===== config.mk =====
export PLATFORM = sky130hd
export DESIGN_NAME = keypad_entry
export DESIGN_NICKNAME = d
export VERILOG_FILES = /design/src/rtl/keypad_entry.sv
export SDC_FILE = /design/constraint.sdc
export NUM_CORES = 1
export LEC_CHECK = 0
export BUFFER_PORTS_ARGS = -buffer_cell sky130_fd_sc_hd__buf_2
export CORE_AREA = 5 5 101 103
export CTS_BUF_LIST = sky130_fd_sc_hd__clkbuf_2 sky130_fd_sc_hd__clkbuf_4 sky130_fd_sc_hd__clkbuf_8
export DETAILED_ROUTE_END_ITERATION = 10
export DIE_AREA = 0 0 106 108
export HOLD_SLACK_MARGIN = 0.12
export PLACE_DENSITY_LB_ADDON = 0.15
export SETUP_SLACK_MARGIN = 0.2
export SLEW_MARGIN = 20
export SYNTH_ARGS = -nofsm -noshare
export SYNTH_HDL_FRONTEND = slang
export SYNTH_SLANG_ARGS = --single-unit

===== constraint.sdc =====
create_clock -name clk -period 2.7 [get_ports clk]
set_clock_uncertainty 0.1 [all_clocks]
set_input_delay 0.27 -clock clk [delete_from_list [all_inputs] [get_ports clk]]
set_output_delay 0.27 -clock clk [all_outputs]
set_load 0.1 [all_outputs]

===== src/rtl/keypad_entry.sv =====
// ============================================================================
// Module   : keypad_entry
// Purpose  : 4x4 matrix keypad scanner with debounce, key decode, two-digit
//            BCD entry accumulator and one-cycle command strobes.
//            Optional idle timeout enabled by macro KEYPAD_TIMEOUT_EN.
// Revision : 1.0 - initial release
// ============================================================================
`default_nettype none

module keypad_entry #(
  parameter int SCAN_DIV       = 1000,
  parameter int DEBOUNCE_SCANS = 8,
  parameter int TIMEOUT_CYCLES = 30000000
) (
  input  logic       clk,
  input  logic       rst_n,
  input  logic [3:0] i_row_in,
  output logic [3:0] o_col_out,
  output logic       o_key_valid,
  output logic [3:0] o_key_code,
  output logic [3:0] o_entry_tens,
  output logic [3:0] o_entry_ones,
  output logic [1:0] o_entry_cnt,
  output logic       o_entry_done,
  output logic       o_cmd_valid,
  output logic [1:0] o_cmd_code,
  output logic       o_entry_timeout
);

  localparam int SW = (SCAN_DIV > 1) ? $clog2(SCAN_DIV) : 1;
  localparam int DW = $clog2(DEBOUNCE_SCANS + 1);
  localparam logic [SW-1:0] c_SLOT_MAX = SW'(SCAN_DIV - 1);
  localparam logic [DW-1:0] c_DEB_MAX  = DW'(DEBOUNCE_SCANS);

  typedef enum logic [1:0] {
    S_SCAN     = 2'd0,
    S_DEBOUNCE = 2'd1,
    S_HELD     = 2'd2
  } state_t;

  state_t          r_state, w_state_nxt;
  logic [3:0]      r_sync, r_rs;
  logic [SW-1:0]   r_slot;
  logic [1:0]      r_col_idx, w_col_nxt;
  logic [DW-1:0]   r_deb_cnt, w_deb_nxt, w_deb_inc;
  logic [3:0]      r_row_lat, w_row_nxt;
  logic            w_sample, w_one_low, w_accept;
  logic [1:0]      w_row_idx;
  logic [3:0]      w_key_code;
  logic            w_timeout_hit;

  logic            r_key_valid, r_entry_done, r_cmd_valid, r_entry_timeout;
  logic [3:0]      r_key_code, r_tens, r_ones;
  logic [1:0]      r_cnt, r_cmd_code;
  logic            r_done;

  // Rows are asynchronous to clk; two flops before any use.
  always_ff @(posedge clk or negedge rst_n) begin
    if (!rst_n) begin
      r_sync <= 4'hF;
      r_rs   <= 4'hF;
    end else begin
      r_sync <= i_row_in;
      r_rs   <= r_sync;
    end
  end

  always_ff @(posedge clk or negedge rst_n) begin
    if (!rst_n) r_slot <= '0;
    else if (r_slot == c_SLOT_MAX) r_slot <= '0;
    else r_slot <= r_slot + SW'(1);
  end

  assign w_sample  = (r_slot == c_SLOT_MAX);
  assign w_one_low = (r_rs == 4'b1110) || (r_rs == 4'b1101) ||
                     (r_rs == 4'b1011) || (r_rs == 4'b0111);
  assign w_deb_inc = r_deb_cnt + DW'(1);

  always_ff @(posedge clk or negedge rst_n) begin
    if (!rst_n) begin
      r_state   <= S_SCAN;
      r_col_idx <= 2'd0;
      r_deb_cnt <= '0;
      r_row_lat <= 4'hF;
    end else begin
      r_state   <= w_state_nxt;
      r_col_idx <= w_col_nxt;
      r_deb_cnt <= w_deb_nxt;
      r_row_lat <= w_row_nxt;
    end
  end

  always_comb begin
    w_state_nxt = r_state;
    w_col_nxt   = r_col_idx;
    w_deb_nxt   = r_deb_cnt;
    w_row_nxt   = r_row_lat;
    w_accept    = 1'b0;
    if (w_sample) begin
      case (r_state)
        S_SCAN: begin
          if (w_one_low) begin
            w_row_nxt   = r_rs;
            w_deb_nxt   = DW'(1);
            w_state_nxt = S_DEBOUNCE;
          end else begin
            w_col_nxt = r_col_idx + 2'd1;
          end
        end
        S_DEBOUNCE: begin
          if (r_rs == r_row_lat) begin
            if (w_deb_inc == c_DEB_MAX) begin
              w_deb_nxt   = '0;
              w_state_nxt = S_HELD;
              w_accept    = 1'b1;
            end else begin
              w_deb_nxt = w_deb_inc;
            end
          end else begin
            w_deb_nxt   = '0;
            w_col_nxt   = r_col_idx + 2'd1;
            w_state_nxt = S_SCAN;
          end
        end
        S_HELD: begin
          // Release needs the same number of clean all-high samples as a press.
          if (r_rs == 4'hF) begin
            if (w_deb_inc == c_DEB_MAX) begin
              w_deb_nxt   = '0;
              w_col_nxt   = r_col_idx + 2'd1;
              w_state_nxt = S_SCAN;
            end else begin
              w_deb_nxt = w_deb_inc;
            end
          end else begin
            w_deb_nxt = '0;
          end
        end
        default: begin
          w_deb_nxt   = '0;
          w_state_nxt = S_SCAN;
        end
      endcase
    end
  end

  always_comb begin
    case (r_row_lat)
      4'b1101: w_row_idx = 2'd1;
      4'b1011: w_row_idx = 2'd2;
      4'b0111: w_row_idx = 2'd3;
      default: w_row_idx = 2'd0;
    endcase
  end

  // Layout: 1 2 3 A / 4 5 6 B / 7 8 9 C / * 0 # D
  always_comb begin
    case ({w_row_idx, r_col_idx})
      4'h0:    w_key_code = 4'd1;
      4'h1:    w_key_code = 4'd2;
      4'h2:    w_key_code = 4'd3;
      4'h3:    w_key_code = 4'd10;
      4'h4:    w_key_code = 4'd4;
      4'h5:    w_key_code = 4'd5;
      4'h6:    w_key_code = 4'd6;
      4'h7:    w_key_code = 4'd11;
      4'h8:    w_key_code = 4'd7;
      4'h9:    w_key_code = 4'd8;
      4'hA:    w_key_code = 4'd9;
      4'hB:    w_key_code = 4'd12;
      4'hC:    w_key_code = 4'd14;
      4'hD:    w_key_code = 4'd0;
      4'hE:    w_key_code = 4'd15;
      default: w_key_code = 4'd13;
    endcase
  end

`ifdef KEYPAD_TIMEOUT_EN
  localparam int TW = $clog2(TIMEOUT_CYCLES + 1);
  localparam logic [TW-1:0] c_TO_LAST = TW'(TIMEOUT_CYCLES - 1);
  logic [TW-1:0] r_idle;

  assign w_timeout_hit = !w_accept && (r_cnt != 2'd0) && (r_idle == c_TO_LAST);

  always_ff @(posedge clk or negedge rst_n) begin
    if (!rst_n) r_idle <= '0;
    else if (w_accept || w_timeout_hit || (r_cnt == 2'd0)) r_idle <= '0;
    else r_idle <= r_idle + TW'(1);
  end
`else
  // Constant 0; the parameter is referenced so both builds share one interface.
  assign w_timeout_hit = 1'b0 & (TIMEOUT_CYCLES == 0);
`endif

  always_ff @(posedge clk or negedge rst_n) begin
    if (!rst_n) begin
      r_key_valid     <= 1'b0;
      r_key_code      <= 4'd0;
      r_entry_done    <= 1'b0;
      r_cmd_valid     <= 1'b0;
      r_cmd_code      <= 2'd0;
      r_entry_timeout <= 1'b0;
      r_tens          <= 4'd0;
      r_ones          <= 4'd0;
      r_cnt           <= 2'd0;
      r_done          <= 1'b0;
    end else begin
      r_key_valid     <= w_accept;
      r_entry_done    <= 1'b0;
      r_cmd_valid     <= 1'b0;
      r_entry_timeout <= 1'b0;
      if (w_accept) begin
        r_key_code <= w_key_code;
        if (w_key_code <= 4'd9) begin
          // A finished entry is replaced rather than extended.
          if (r_done) begin
            r_tens <= 4'd0;
            r_ones <= w_key_code;
            r_cnt  <= 2'd1;
            r_done <= 1'b0;
          end else if (r_cnt < 2'd2) begin
            r_tens <= r_ones;
            r_ones <= w_key_code;
            r_cnt  <= r_cnt + 2'd1;
          end
        end else if (w_key_code == 4'd14) begin
          r_tens <= 4'd0;
          r_ones <= 4'd0;
          r_cnt  <= 2'd0;
          r_done <= 1'b0;
        end else if (w_key_code == 4'd15) begin
          if (r_cnt != 2'd0) begin
            r_entry_done <= 1'b1;
            r_cnt        <= 2'd0;
            r_done       <= 1'b1;
          end
        end else begin
          r_cmd_valid <= 1'b1;
          r_cmd_code  <= 2'(w_key_code - 4'd10);
        end
      end else if (w_timeout_hit) begin
        r_tens          <= 4'd0;
        r_ones          <= 4'd0;
        r_cnt           <= 2'd0;
        r_entry_timeout <= 1'b1;
      end
    end
  end

  assign o_col_out       = ~(4'b0001 << r_col_idx);
  assign o_key_valid     = r_key_valid;
  assign o_key_code      = r_key_code;
  assign o_entry_tens    = r_tens;
  assign o_entry_ones    = r_ones;
  assign o_entry_cnt     = r_cnt;
  assign o_entry_done    = r_entry_done;
  assign o_cmd_valid     = r_cmd_valid;
  assign o_cmd_code      = r_cmd_code;
  assign o_entry_timeout = r_entry_timeout;

endmodule

`default_nettype wire


==> summary.md, run 1 <==
| Metric | Value |
|---|---|
| Status | `complete, no violations` |
| Met1 Use GR | `0.165` |
| Final Cycle Share | `0.921` |
| Mux contribution to synthesized area | `0.0359` |
| Final min period | `2.49 ns` |
| Synthesis Warnings | `0` |
| Setup Viol. Count Final | `0` |
| CP endpoint kind | `flop` |
| Crit path cell chain | `or3b_1 > a211oi_2 > a311oi_4 > or3_4 > a311o_1 > a22oi_1` |
| Critical setup path kind | `flop to flop` |
| Peak Freq | `0.402 GHz` |
| Clk sink count | `50` |
| Total CTS buffers | `5` |
| Largest family of logic cells by synthesized area | `compound AO/OA/AOI/OAI gates` |
| Nets | `346` |
| Internal power | `1.07 mW` |
| CTS H-Tree Depth | `2` |
| XOR/XNOR Fraction of Synth Area | `0.0326` |
| Row count | `35` |
| Hpwl dp | `4.53 mm` |
| Synth Flop Type | `dfrtp_1` |
| Die area | `0.0114 mm²` |
| Diode count | `0` |
| Flops & latches, synth | `50` |
| Non-Filler Instances | `442` |
| Mapped Area | `0.00269 mm²` |
| DP Cell Count | `413` |
| Clk slew on worst S/H paths | `0.10 ns` |
| Routed len/inst | `14.7 µm` |
| Layout cell share with drive strength beyond 1 | `0.381` |
| Final Core Density | `0.384` |
| Die extent in y | `108 µm` |
| Initial antenna violation count | `0` |
| DRT iter0 DRCs | `61` |
| Area Overhead vs Synth | `30.3%` |
| I/O Pins | `30` |
| Cell variety after synth | `65` |
| Global Route Usage Sum | `0.115` |
| M2 GR Usage | `0.179` |
| CP max stage cell | `dfstp_2` |
| Final Hold Fails | `0` |
| CTS Buffer Depth | `2` |
| Largest net degree at the start of global routing | `24` |
| Core Area | `0.00911 mm²` |
| Via density | `4.90` |
| Vias in the first global route | `2145` |
| RSZ-0062 raised after global routing | `true` |
| Number of synthesized flops with an enable pin | `0` |
| Pwr Total | `1.36 mW` |
| CP Data Required Time | `2.82 ns` |
| Initial Utilization | `0.295` |
| First-pass iteration count of the detailed router | `4` |
| Synth Area in Compound Gates | `0.181` |
| Post-synthesis adder-cell area fraction | `0.0503` |
| Switch Pwr | `284 µW` |
| Max-cap violations | `0` |
| Worst-skew pair later-pin latency | `0.29 ns` |
| Crit path launch type | `flop` |
| Register share of total power | `0.565` |
| Sw Ratio | `0.209` |
| Routability congestion estimate | `0.807` |
| Register area share after synthesis | `0.471` |
| Avg Inst Size Synth | `10.2 µm²` |
| First-pass GRT wire length | `10.7 mm` |
| ANT nets after route | `0` |
| GR Overflow Total | `0` |
| Drc violations | `0` |
| Commonest non-fill, non-tap cell in the layout | `dfrtp_1` |
| WL final | `6.50 mm` |
| Critical path peak fanout | `8` |
| Clock Power Share | `0.402` |
| Die width | `106 µm` |
| Leakage | `1.50 nW` |
| CTS tree | `yes` |
| Pwr Density | `388 mW/mm²` |
| Mapped Cells | `263` |
| Clk root buf | `clkbuf_8` |
| Port bufs | `28` |
| Worst min-delay path class | `flop to flop` |
| M3 GR Usage | `0.0221` |
| Fin Setup TNS | `0 ns` |
| Largest stage delay, worst path | `0.59 ns` |
| Simple-gate share of the synthesized area | `0.181` |
| Gate power share | `0.033` |
| Slew Viols, Final | `0` |
| Post-synth net total | `279` |
| Via count | `2164` |
| Async SR Flop Fraction | `1.00` |
| GR peak layer | `met2` |
| Arrival time worst endpoint | `2.61 ns` |
| Commonest non-fill, non-tap cells in the layout | `38 x dfrtp_1, 35 x buf_4, 29 x buf_2, 21 x nand2_1` |
| Worst vdd ir | `274 µV` |
## layout make-up
type,instances,area [µm²]
inverters,18,67.6
repair buffers,69,458
clock buffers,7,83.8
flip-flops and latches,50,1270
multi-input cells,186,1450
clock inverters,1,30.0
well taps,111,139
fillers,915,5610
## sequential cells by signal, summed over array words and instances, names as in the netlist, 4 cells and up
name / count
o_key_code: 4
o_entry_ones: 4
r_sync: 4
r_rs: 4
o_entry_tens: 4
r_slot: 10
r_row_lat: 4
r_deb_cnt: 4
## cells by family after synthesis
logic type | Yosys count
AND/OR/NAND/NOR | 92
AO/OA/AOI/OAI | 63
flip-flops | 50
buffers and inverters | 27
adder cells (fa/ha/maj) | 11
XOR/XNOR | 10
multiplexers | 9
other | 1
## per-layer routing
metal,vias up,share of wire
met5,-,0
met4,0,0.0086
met3,4,0.028
met2,34,0.47
met1,1049,0.50
li1,1077,-
## worst max-delay path: cells and delay by family, from the launching register on
family	cells	cell delay, ns
flops	1	0.59
compound gates	4	0.92
simple gates	2	0.81
## final timing paths
| kind | start | to | slack [ns] | cells past startpoint |
|---|---|---|---|---|
| setup reg to reg | r_row_lat[2] | o_entry_cnt[1] | 0.21 | 6 |
| hold reg to reg | r_sync[3] | r_rs[3] | 0.26 | 0 |
| min in group asynchronous | rst_n | r_state[1] | 0.27 | 2 |
| max in group asynchronous | rst_n | r_row_lat[2] | 1.61 | 3 |
| setup / recovery | r_row_lat[2] | o_entry_cnt[1] | 0.21 | 6 |
| hold / removal | r_sync[3] | r_rs[3] | 0.26 | 0 |
## cells in the mapped netlist, types with 2 or more instances
cell type | n | share of area
dfrtp_1 | 38 | 0.35
nand2_1 | 21 | 0.029
nor2_1 | 18 | 0.025
inv_1 | 17 | 0.024
a21oi_1 | 14 | 0.026
nand3_1 | 13 | 0.024
dfstp_2 | 12 | 0.12
ha_1 | 10 | 0.047
o21ai_0 | 8 | 0.015
nand2b_1 | 7 | 0.016
o2bb2ai_1 | 6 | 0.020
xnor2_1 | 6 | 0.020
a31oi_1 | 5 | 0.012
mux2_2 | 5 | 0.021
nor3_1 | 5 | 0.0093
mux2i_1 | 4 | 0.015
nand4_1 | 4 | 0.0093
nor2b_1 | 4 | 0.0093
or2_2 | 4 | 0.0093
xor2_1 | 4 | 0.013
buf_2 | 3 | 0.0056
buf_4 | 3 | 0.0084
nand3b_1 | 3 | 0.0084
a211o_1 | 2 | 0.0065
a211oi_1 | 2 | 0.0056
a22oi_1 | 2 | 0.0056
clkbuf_1 | 2 | 0.0028
nor4b_1 | 2 | 0.0065
o31ai_1 | 2 | 0.0056
or3_1 | 2 | 0.0047
## what timing repair did
| item | CTS | global route |
|---|---|---|
| resized for setup | 9 | 17 |
| pin swaps | 4 | 8 |
| hold buffers | 5 | 0 |
| endpoints found under the hold margin | 50 | 0 |
| endpoints found under the setup margin | 10 | 22 |
| buffers inserted | 2 | 14 |
## power groups by stage
stage / registers, mW / clock network, mW / logic, mW
floorplan: 0.778 / 0 / 0.0161
global placement: 0.781 / 0 / 0.0378
detailed placement: 0.780 / 0 / 0.0384
CTS: 0.766 / 0.568 / 0.0440
global route: 0.767 / 0.609 / 0.0514
finish: 0.766 / 0.546 / 0.0450
## metrics by stage
step / worst slack [ns] / hold slack (ns) / area (µm²)
4_1_cts: 0.174 / 0.260 / 3310
6_report: 0.212 / 0.259 / 3500
3_3_place_gp: 0.126 / 0.0508 / 3070
3_5_place_dp: 0.102 / 0.0547 / 3070
5_1_grt: 0.122 / 0.264 / 3500
2_1_floorplan: 0.224 / -0.126 / 2690
No activity file was read; power rests on OpenSTA's default activity.
==> inputs of run 2 (changes only) <==
--- a/config.mk
+++ b/config.mk
@@ -11,7 +11,8 @@
 export DETAILED_ROUTE_END_ITERATION = 10
 export DIE_AREA = 0 0 106 108
 export HOLD_SLACK_MARGIN = 0.12
-export PLACE_DENSITY_LB_ADDON = 0.15
+export MAX_ROUTING_LAYER = met4
+export PLACE_DENSITY = 0.49
 export SETUP_SLACK_MARGIN = 0.2
 export SLEW_MARGIN = 20
 export SYNTH_ARGS = -nofsm -noshare
==> run 2 against run 1 <==
  * Non-clock buffer count down 3
  * Design area down 2.8%
  * First-iteration DRC count up 54%
  * Flip-flop and latch count unchanged
  * Critical endpoint is now o_cmd_code[0]
  * Largest cell class unchanged
==> summary.md, run 2 (synthesis results as in run 1) <==
| Metric | Value |
|---|---|
| Final min period | `2.47 ns (was 2.49 ns)` |
| Die width | `106 µm (unchanged)` |
| Global Route Usage Sum | `0.120 (was 0.115)` |
| GR peak layer | `met2 (unchanged)` |
| Routed len/inst | `14.8 µm (was 14.7 µm)` |
| Crit path launch type | `flop (unchanged)` |
| ANT nets after route | `0 (unchanged)` |
| Port bufs | `28 (unchanged)` |
| Initial Utilization | `0.295 (unchanged)` |
| Post-route setup slack | `0.232 ns (was 0.212 ns)` |
| Routability congestion estimate | `0.832 (was 0.807)` |
| Via count | `2213 (was 2164)` |
| First-pass GRT wire length | `10.9 mm (was 10.7 mm)` |
| RSZ-0062 raised after global routing | `true (unchanged)` |
| Die area | `0.0114 mm² (unchanged)` |
| Footprint of the multi-input gates | `0.00139 mm² (was 0.00145 mm²)` |
| Status | `complete, no violations (unchanged)` |
| Worst reg2reg path depth | `9 (was 6)` |
| CP max stage cell | `dfrtp_2 (was dfstp_2)` |
| Leakage | `1.47 nW (was 1.50 nW)` |
| CTS tree | `yes (unchanged)` |
| DRT iter0 DRCs | `94 (was 61)` |
| Final Core Density | `0.374 (was 0.384)` |
| WL final | `6.49 mm (was 6.50 mm)` |
| Met1 Use GR | `0.168 (was 0.165)` |
| Reg with most FFs | `r_slot (unchanged)` |
| Layout cell share with drive strength beyond 1 | `0.366 (was 0.381)` |
| Commonest non-fill, non-tap cell in the layout | `dfrtp_1 (unchanged)` |
| Final Hold Fails | `0 (unchanged)` |
| Final Cycle Share | `0.914 (was 0.921)` |
| Clk sink count | `50 (unchanged)` |
| First-pass iteration count of the detailed router | `5 (was 4)` |
| Clk root buf | `clkbuf_8 (unchanged)` |
| Row count | `35 (unchanged)` |
| Vias in the first global route | `2176 (was 2145)` |
| Fin Setup TNS | `0 ns (unchanged)` |
| Pwr Density | `375 mW/mm² (was 388 mW/mm²)` |
| I/O Pins | `30 (unchanged)` |
| RR Endpoint | `o_cmd_code[0] (was o_entry_cnt[1])` |
| Pre-CTS WS | `0.0784 ns (was 0.102 ns)` |
| Register share of total power | `0.600 (was 0.565)` |
| Critical path peak fanout | `5 (was 8)` |
| FF+latch area | `0.00127 mm² (about the same)` |
| Largest net degree at the start of global routing | `26 (was 24)` |
| Worst-skew pair later-pin latency | `0.30 ns (was 0.29 ns)` |
| Largest stage delay, worst path | `0.46 ns (was 0.59 ns)` |
| Worst vdd ir | `194 µV (was 274 µV)` |
| M3 GR Usage | `0.0251 (was 0.0221)` |
| Internal power | `982 µW (was 1.07 mW)` |
| Via density | `5.04 (was 4.90)` |
| Setup Viol. Count Final | `0 (unchanged)` |
| Clk slew on worst S/H paths | `0.10 ns (about the same)` |
| Die extent in y | `108 µm (unchanged)` |
| CP Data Required Time | `2.80 ns (was 2.82 ns)` |
| R2r startpoint | `r_col_idx[0] (was r_row_lat[2])` |
| Peak Freq | `0.405 GHz (was 0.402 GHz)` |
| Crit path cell chain | `buf_4 > ha_1 > nand3_1 > mux2i_1 > a211o_1 > buf_4 > nor3_2 > nand3_1 > mux2_2 (was or3b_1 > a211oi_2 > a311oi_4 > or3_4 > a311o_1 > a22oi_1)` |
| Fill cell count | `922 (was 915)` |
| Worst min-delay path class | `input pin to async pin (was flop to flop)` |
| GR Overflow Total | `0 (unchanged)` |
| Commonest non-fill, non-tap cells in the layout | `37 x dfrtp_1, 31 x buf_4, 29 x buf_2, 21 x nand2_1, 17 x nor2_1 (was 38 x dfrtp_1, 35 x buf_4, 29 x buf_2, 21 x nand2_1)` |
| Switch Pwr | `294 µW (was 284 µW)` |
| Clock Power Share | `0.366 (was 0.402)` |
| Diode count | `0 (unchanged)` |
| Hpwl dp | `4.54 mm (was 4.53 mm)` |
| Area Overhead vs Synth | `26.7% (was 30.3%)` |
| CTS H-Tree Depth | `2 (unchanged)` |
| Core Area | `0.00911 mm² (unchanged)` |
| Drc violations | `0 (unchanged)` |
| Slew Viols, Final | `0 (unchanged)` |
| Max-cap violations | `0 (unchanged)` |
| Flop-to-flop setup slack | `0.23 ns (was 0.21 ns)` |
| CP endpoint kind | `flop (unchanged)` |
| Nets | `343 (was 346)` |
| Critical setup path kind | `flop to flop (unchanged)` |
| Sw Ratio | `0.231 (was 0.209)` |
| Max reg flops | `10 (unchanged)` |
| M2 GR Usage | `0.178 (was 0.179)` |
| Gate power share | `0.034 (was 0.033)` |
| Total CTS buffers | `5 (unchanged)` |
| Arrival time worst endpoint | `2.57 ns (was 2.61 ns)` |
| CTS Buffer Depth | `2 (unchanged)` |
| Initial antenna violation count | `0 (unchanged)` |
==> run 2: changes by cell type in the layout (fill, tap and decap cells not counted), sizes merged <==
cell	before	now
buf	64	61
bufinv	1	0
clkbuf	7	6
clkinv	0	1
inv	18	19
==> run 2: what timing repair did <==
| action | in CTS | in global routing |
|---|---|---|
| hold buffers | 5 | 0 |
| endpoints found under the setup margin | 9 | 21 |
| pin swaps | 2 | 9 |
| resized for setup | 4 | 18 |
| endpoints found under the hold margin | 43 | 0 |
| buffers inserted | 1 | 13 |
==> run 2: how the worst max path moves through the flow <==
stage                             from               to  slack, ns  cells past startpoint
after floorplan           r_col_idx[0]   o_entry_cnt[1]       0.22                      8
after global placement    r_row_lat[2]   o_entry_cnt[1]       0.14                      6
after detailed placement  r_col_idx[0]  o_entry_ones[1]       0.08                      8
after CTS                 r_row_lat[3]  o_entry_ones[3]       0.17                      6
after global routing      r_row_lat[1]    o_cmd_code[1]       0.13                      7
final                     r_col_idx[0]    o_cmd_code[0]       0.23                      9
==> run 2: area by class of cell <==
cell class                 instances  area share
inverter                          18      0.0206
clock buffer                       6      0.0243
clock inverter                     2     0.00331
sequential                        50       0.374
timing repair buffer              66       0.129
tap                              111      0.0408
multi-input combinational        186       0.408
==> run 2: per-stage QoR <==
step	hold slack [ns]	instance area [µm²]	instances	total power [mW]
after floorplan	-0.126	2690	263	0.795
after global placement	0.0443	3060	412	0.818
after detailed placement	0.0461	3060	412	0.818
after CTS	0.261	3230	426	1.29
after global routing	0.269	3400	439	1.33
final	0.249	3400	439	1.28
==> run 2: critical path: cells and delay by family (launching register included) <==
family                   cells  cell delay [ns]
AND/OR/NAND/NOR              3             0.55
flip-flops                   1             0.46
multiplexers                 2             0.36
AO/OA/AOI/OAI                1             0.36
buffers and inverters        2             0.31
adder cells (fa/ha/maj)      1             0.22
==> run 2: power groups by stage <==
stage / logic (mW) / clock network [mW] / registers [mW]
finish: 0.0430 / 0.467 / 0.766
global placement: 0.0377 / 0 / 0.780
floorplan: 0.0161 / 0 / 0.778
global route: 0.0496 / 0.515 / 0.767
detailed placement: 0.0379 / 0 / 0.780
CTS: 0.0435 / 0.484 / 0.766
==> run 2: metal layers <==
layer	routed length, µm	up-vias
met4	57	0
met2	2980	59
met1	3220	1072
li1	-	1074
met5	0	-
met3	226	8
